==> src/rtl/sha256_host_pkg.sv <==
// sha256_host_pkg -- shared types and constants for the SHA-256 GPIO host.
//   host_state_e : controller state (IDLE, SEND, COLLECT)
//   DIGEST_BYTES : number of digest bytes returned by the engine
//   DIGEST_W     : digest width in bits
package sha256_host_pkg;

    localparam int DIGEST_BYTES = 32;
    localparam int DIGEST_W     = 256;

    typedef enum logic [1:0] {
        ST_IDLE    = 2'd0,
        ST_SEND    = 2'd1,
        ST_COLLECT = 2'd2
    } host_state_e;

endpackage

==> src/rtl/sha256_gpio_host.sv <==
// sha256_gpio_host -- streams a message into a GPIO-attached SHA-256 engine
// and collects the 32-byte digest it returns.
//
// Parameters
//   TIMEOUT_CYCLES : cycles allowed in COLLECT before the transaction aborts
//   LEN_W          : width of the saturating sent-byte counter
// Ports
//   clk, rst                 : clock, synchronous active-high reset
//   start                    : one-cycle request, honoured only in IDLE
//   s_data/s_valid/s_last    : upstream message bytes; s_ready back-pressure
//   gpio_din/valid/last      : bytes to the engine; gpio_ready engine accept
//   gpio_busy                : engine status, informational only
//   gpio_dout/gpio_dvalid    : digest bytes from the engine, MSB byte first
//   digest, digest_valid     : captured digest and one-cycle completion pulse
//   busy, timeout_err        : transaction in flight; one-cycle abort pulse
//   bytes_sent               : bytes accepted by the engine this transaction
//   state_dbg                : current controller state
// Optional feature (macro SHA256_HOST_CMP_EN)
//   exp_digest, match        : registered compare of digest against exp_digest
//
// Handshake: a byte moves upstream->engine on a rising edge where the host is
// in SEND and s_valid && gpio_ready; s_ready mirrors gpio_ready in SEND and is
// 0 elsewhere. The digest side has no back-pressure: each gpio_dvalid cycle in
// COLLECT delivers exactly one byte.
module sha256_gpio_host
    import sha256_host_pkg::*;
#(
    parameter int TIMEOUT_CYCLES = 1024,
    parameter int LEN_W          = 16
) (
    input  logic                clk,
    input  logic                rst,
    input  logic                start,
    input  logic [7:0]          s_data,
    input  logic                s_valid,
    input  logic                s_last,
    output logic                s_ready,
    output logic [7:0]          gpio_din,
    output logic                gpio_valid,
    output logic                gpio_last,
    input  logic                gpio_ready,
    input  logic                gpio_busy,
    input  logic [7:0]          gpio_dout,
    input  logic                gpio_dvalid,
    output logic [DIGEST_W-1:0] digest,
    output logic                digest_valid,
    output logic                busy,
    output logic                timeout_err,
    output logic [LEN_W-1:0]    bytes_sent,
`ifdef SHA256_HOST_CMP_EN
    input  logic [DIGEST_W-1:0] exp_digest,
    output logic                match,
`endif
    output host_state_e         state_dbg
);

    localparam int              TMO_W    = $clog2(TIMEOUT_CYCLES + 1);
    localparam logic [TMO_W-1:0] TMO_LAST = TMO_W'(TIMEOUT_CYCLES - 1);
    localparam logic [4:0]      IDX_LAST = 5'(DIGEST_BYTES - 1);

    host_state_e          state_q, state_d;
    logic [4:0]           byte_idx_q;
    logic [TMO_W-1:0]     tmo_q;
    logic [DIGEST_W-1:0]  digest_q;
    logic [LEN_W-1:0]     bytes_q;
    logic                 dv_q;
    logic                 to_q;
    logic                 xfer;
    logic                 dig_done;
    logic                 tmo_hit;
    logic                 unused_busy;

    // Engine busy is status only; nothing in the controller depends on it.
    assign unused_busy = gpio_busy;

    always_comb begin
        state_d  = state_q;
        xfer     = 1'b0;
        dig_done = 1'b0;
        tmo_hit  = 1'b0;
        case (state_q)
            ST_IDLE: begin
                if (start) state_d = ST_SEND;
            end
            ST_SEND: begin
                xfer = s_valid && gpio_ready;
                if (xfer && s_last) state_d = ST_COLLECT;
            end
            ST_COLLECT: begin
                dig_done = gpio_dvalid && (byte_idx_q == IDX_LAST);
                // The final digest byte wins if it lands on the timeout cycle.
                tmo_hit  = !dig_done && (tmo_q == TMO_LAST);
                if (dig_done || tmo_hit) state_d = ST_IDLE;
            end
            default: state_d = ST_IDLE;
        endcase
    end

    always_ff @(posedge clk) begin
        if (rst) begin
            state_q    <= ST_IDLE;
            byte_idx_q <= '0;
            tmo_q      <= '0;
            digest_q   <= '0;
            bytes_q    <= '0;
            dv_q       <= 1'b0;
            to_q       <= 1'b0;
        end else begin
            state_q <= state_d;
            dv_q    <= 1'b0;
            to_q    <= 1'b0;
            case (state_q)
                ST_IDLE: begin
                    if (start) bytes_q <= '0;
                end
                ST_SEND: begin
                    if (xfer && (bytes_q != {LEN_W{1'b1}})) bytes_q <= bytes_q + LEN_W'(1);
                    if (xfer && s_last) begin
                        byte_idx_q <= '0;
                        tmo_q      <= '0;
                    end
                end
                ST_COLLECT: begin
                    tmo_q <= tmo_q + TMO_W'(1);
                    if (gpio_dvalid) begin
                        digest_q   <= {digest_q[DIGEST_W-9:0], gpio_dout};
                        byte_idx_q <= byte_idx_q + 5'd1;
                    end
                    if (dig_done) dv_q <= 1'b1;
                    if (tmo_hit)  to_q <= 1'b1;
                end
                default: ;
            endcase
        end
    end

`ifdef SHA256_HOST_CMP_EN
    logic match_q;

    // Compares the value the digest register takes on the completing edge,
    // so match becomes valid together with digest_valid.
    always_ff @(posedge clk) begin
        if (rst) begin
            match_q <= 1'b0;
        end else if (state_q == ST_IDLE && start) begin
            match_q <= 1'b0;
        end else if (dig_done) begin
            match_q <= ({digest_q[DIGEST_W-9:0], gpio_dout} == exp_digest);
        end
    end

    assign match = match_q;
`endif

    assign s_ready      = (state_q == ST_SEND) && gpio_ready;
    assign gpio_valid   = (state_q == ST_SEND) && s_valid;
    assign gpio_din     = s_data;
    assign gpio_last    = s_last;
    assign digest       = digest_q;
    assign digest_valid = dv_q;
    assign timeout_err  = to_q;
    assign busy         = (state_q != ST_IDLE);
    assign bytes_sent   = bytes_q;
    assign state_dbg    = state_q;

endmodule

==> config.mk <==
export PLATFORM = sky130hd
export DESIGN_NAME = sha256_gpio_host
export DESIGN_NICKNAME = d
export VERILOG_FILES = /design/src/rtl/sha256_host_pkg.sv /design/src/rtl/sha256_gpio_host.sv
export SDC_FILE = /design/constraint.sdc
export NUM_CORES = 1
export LEC_CHECK = 0
export ABC_AREA = 0
export ABC_CLOCK_PERIOD_IN_PS = 3100
export CORE_MARGIN = 1
export CORE_UTILIZATION = 50
export CTS_CLUSTER_SIZE = 28
export DETAILED_ROUTE_END_ITERATION = 8
export GPL_ROUTABILITY_DRIVEN = 0
export PLACE_DENSITY = 0.84
export REMOVE_ABC_BUFFERS = 1
export SETUP_SLACK_MARGIN = 0.2
export SLEW_MARGIN = 20
export SYNTH_ARGS = -nofsm -noshare
export SYNTH_HDL_FRONTEND = slang
export SYNTH_SLANG_ARGS = --single-unit
export TNS_END_PERCENT = 5
==> constraint.sdc <==
create_clock -name clk -period 3.1 [get_ports clk]
set_input_delay 0.465 -clock clk [delete_from_list [all_inputs] [get_ports clk]]
set_output_delay 0.465 -clock clk [all_outputs]
set_load 0.005 [all_outputs]
==> results.sh <==
export IMPL_status="finished, final reports clean"
export IMPL_cts_max_level=1
export IMPL_hpwlAfterDp_um=17480
export IMPL_pre_cts_ws_ns=0.8441
export IMPL_final_common_cell="nand2_1"
export IMPL_antenna_found_initial=0
export IMPL_rsz0062_at_grt="no"
export IMPL_grt_max_degree=165
export IMPL_drv_cap=0
export IMPL_insertion_delay_ns=0.54
export IMPL_critPathLaunchType="flip-flop"
export IMPL_fillers=1670
export IMPL_endpoint="s_ready"
export IMPL_slew_viol_final=0
export IMPL_fin_crit_sh_pct=82.83
export IMPL_fin_skew_ns=0.01079
export IMPL_ys_ff_latch=292
export IMPL_drtAntennaViolNets=0
export IMPL_p_sw_share_pct=21.11
export IMPL_cts_tree="built"
export IMPL_core_area_um2=20960
export IMPL_seq_area_frac_synth_pct=54.82
export IMPL_synth_top_area_share_pct=54.82
export IMPL_clock_sinks=292
export IMPL_track_usage_pct=24.52
export IMPL_io_buffer_count=294
export IMPL_syn_avg_cell_area_um2=7.881
export IMPL_area_growth_synth_to_final_pct=37.82
export IMPL_min_path_cells=2
export IMPL_pwr_share_clk_pct=48.1
export IMPL_post_route_min_period_ns=2.568
export IMPL_cts_setup_buffers=0
export IMPL_clk_pin_slew_ns=0.06
export IMPL_synth_warnings=0
export IMPL_drive_above_1_share_pct=5.338
export IMPL_synth_distinct_cells=52
export IMPL_critPathCaptureType="output port"
export IMPL_power_frac_comb_pct=2.8
export IMPL_ys_flop_type="dfxtp_1"
export IMPL_holdCritPathClass="input pin to flip-flop"
export IMPL_peakVddDrop_mv=0.4566
export IMPL_row_count=53
export IMPL_pwr_share_seq_pct=49.1
export IMPL_nets=1615
export IMPL_grt_overflow_total=0
export IMPL_first_global_vias=9059
export IMPL_final_util_pct=70.13
export IMPL_cp_startpoint="state_dbg[0]$_SDFFE_PP0P_"
export IMPL_place_inst=1830
export IMPL_worst_pin_slew_ns=0.7273
export IMPL_drtIter0Drc=571
export IMPL_postCtsHoldBufs=0
export IMPL_io_pins=312
export IMPL_cp_required_ns=2.63
export IMPL_grt_pass1_wl_um=44620
export IMPL_drt_vias_per_instance=5.218
export IMPL_finalWorstSetupSlack_ns=0.5324
export IMPL_post_drt_wl_per_cell_um=14.59
export IMPL_dr_pass1_iters=5
export IMPL_netlist_area_um2=10660
export IMPL_clockBufferDepth=3
export IMPL_synth_area_top_cells="dfxtp_1 55%, nand2_1 19%, a21oi_1 13%, clkbuf_1 2.2%, buf_2 1.5%"
export IMPL_final_cell_mix="535 x nand2_1, 293 x clkdlybuf4s50_1, 292 x dfxtp_1"
export IMPL_cts_root_buf="clkbuf_16"
export IMPL_reg2reg_to="bytes_sent[5]$_SDFFE_PP0P_"
export IMPL_floorplan_initialDensity_pct=50.88
export IMPL_placedInstanceArea_um2=13650
export IMPL_setup_violations_final=0
export IMPL_max_freq_ghz=0.3895
export IMPL_intPower_mw=6.047
export IMPL_die_width_um=148.0
export IMPL_p_leak_nw=4.777
export IMPL_hold_viol=0
export IMPL_cts_resized=0
export IMPL_drt_wl_total_um=27520
export IMPL_rr_startpoint="bytes_sent[0]$_SDFFE_PP0P_"
export IMPL_holdWs_ns=0.4193
export IMPL_finalNonFillerCells=1886
export IMPL_die_y_um=148.0
export IMPL_rrSetupSlack_ns=0.97
export IMPL_cp_max_fo=11
export IMPL_vias=9841
export IMPL_reg2reg_depth=6
export IMPL_crit_type="flip-flop to output port"
export IMPL_synthCells=1353
export IMPL_fin_area_um2=14700
export IMPL_p_sw_mw=1.618
export IMPL_antenna_cells=0
export IMPL_async_reset_ff_share_pct=0
export IMPL_fp_dieArea_um2=21910
export IMPL_crit_arrival_ns=2.10
export IMPL_drc=0
export IMPL_synth_edff_count=0
export IMPL_cts_buffers=30
export IMPL_max_slew_margin_pct=51.51
export IMPL_synth_top_cell_by_area="dfxtp_1"
export IMPL_p_per_area_nw_per_um2=521.6
worst min-delay path by stage:
stage | startpoint | end | slack [ns]
after floorplan | byte_idx_q[4]$_SDFFE_PP0P_ | byte_idx_q[4]$_SDFFE_PP0P_ | 0.45
after CTS | rst | bytes_sent[0]$_SDFFE_PP0P_ | 0.42
after detailed placement | digest[254]$_SDFFE_PP0P_ | digest[254]$_SDFFE_PP0P_ | 0.45
after global placement | digest[252]$_SDFFE_PP0P_ | digest[252]$_SDFFE_PP0P_ | 0.44
after global routing | rst | digest[89]$_SDFFE_PP0P_ | 0.46
final | rst | digest[43]$_SDFFE_PP0P_ | 0.42
power groups by stage:
stage	clock network (mW)	logic [mW]	registers [mW]
2_1_floorplan	0	0.0739	3.85
3_3_place_gp	0	0.209	3.85
3_5_place_dp	0	0.213	3.85
4_1_cts	3.77	0.213	3.76
5_1_grt	3.93	0.233	3.76
6_report	3.69	0.213	3.76
final cells by class:
type / count / area, µm² / share of cell area, %
clock buffer: 43 / 920.9 / 6.267
clock inverter: 13 / 126.4 / 0.8599
inverter: 4 / 15.01 / 0.1022
multi-input combinational: 951 / 4329 / 29.46
sequential: 292 / 5846 / 39.78
tap: 275 / 344.1 / 2.341
timing repair buffer: 308 / 3114 / 21.19
state kept, by name, indices dropped and copies added, names as in the netlist:
name and count:
digest_valid 1, timeout_err 1, tmo_q 11, byte_idx_q 5, digest 256, bytes_sent 16
state_dbg 2
per-layer routing:
layer  part of all wire (%)  global-route usage (%)  up-vias
met5                      0                       0        -
met4                    2.2                   7.268        0
met3                     10                   9.599       45
met2                     48                   40.31      334
met1                     40                   29.48     4554
li1                       -                       -     4908
kinds of logic after synthesis:
kind of cell	after synthesis	share of synthesized area, %
simple gates	626	23.83
mux	4	0.3872
compound gates	315	15.65
fa+ha+maj	4	0.4694
buf+inv	110	4.670
flops	292	54.82
xor+xnor	2	0.1643
stage by stage:
stage / power, mW / setup TNS [ns]
floorplan: 3.920 / -652.82
global placement: 4.057 / 0
detailed placement: 4.061 / 0
CTS: 7.745 / 0
global route: 7.922 / 0
finish: 7.665 / 0
Yosys cell counts, types with 3 or more instances:
library cell / number
inv_1: 4
nand2_1: 536
nand4_1: 5
and2_1: 4
and3_1: 5
nor3_1: 9
nor2_1: 19
a31oi_1: 5
mux2i_1: 3
nand3_1: 18
dfxtp_1: 292
buf_2: 31
clkbuf_1: 62
o21ai_0: 13
buf_4: 10
or2_2: 3
o41ai_1: 3
a21oi_1: 278
ha_1: 4
or3_1: 5
nand2b_1: 4
critical path, stage by stage, from the launching register on:
cell,delay (ns)
dfxtp_1,0.51
nor2b_1,0.18
buf_4,0.17
and2_1,0.17
clkdlybuf4s50_1,0.55
(Power assumes the default switching activity.)
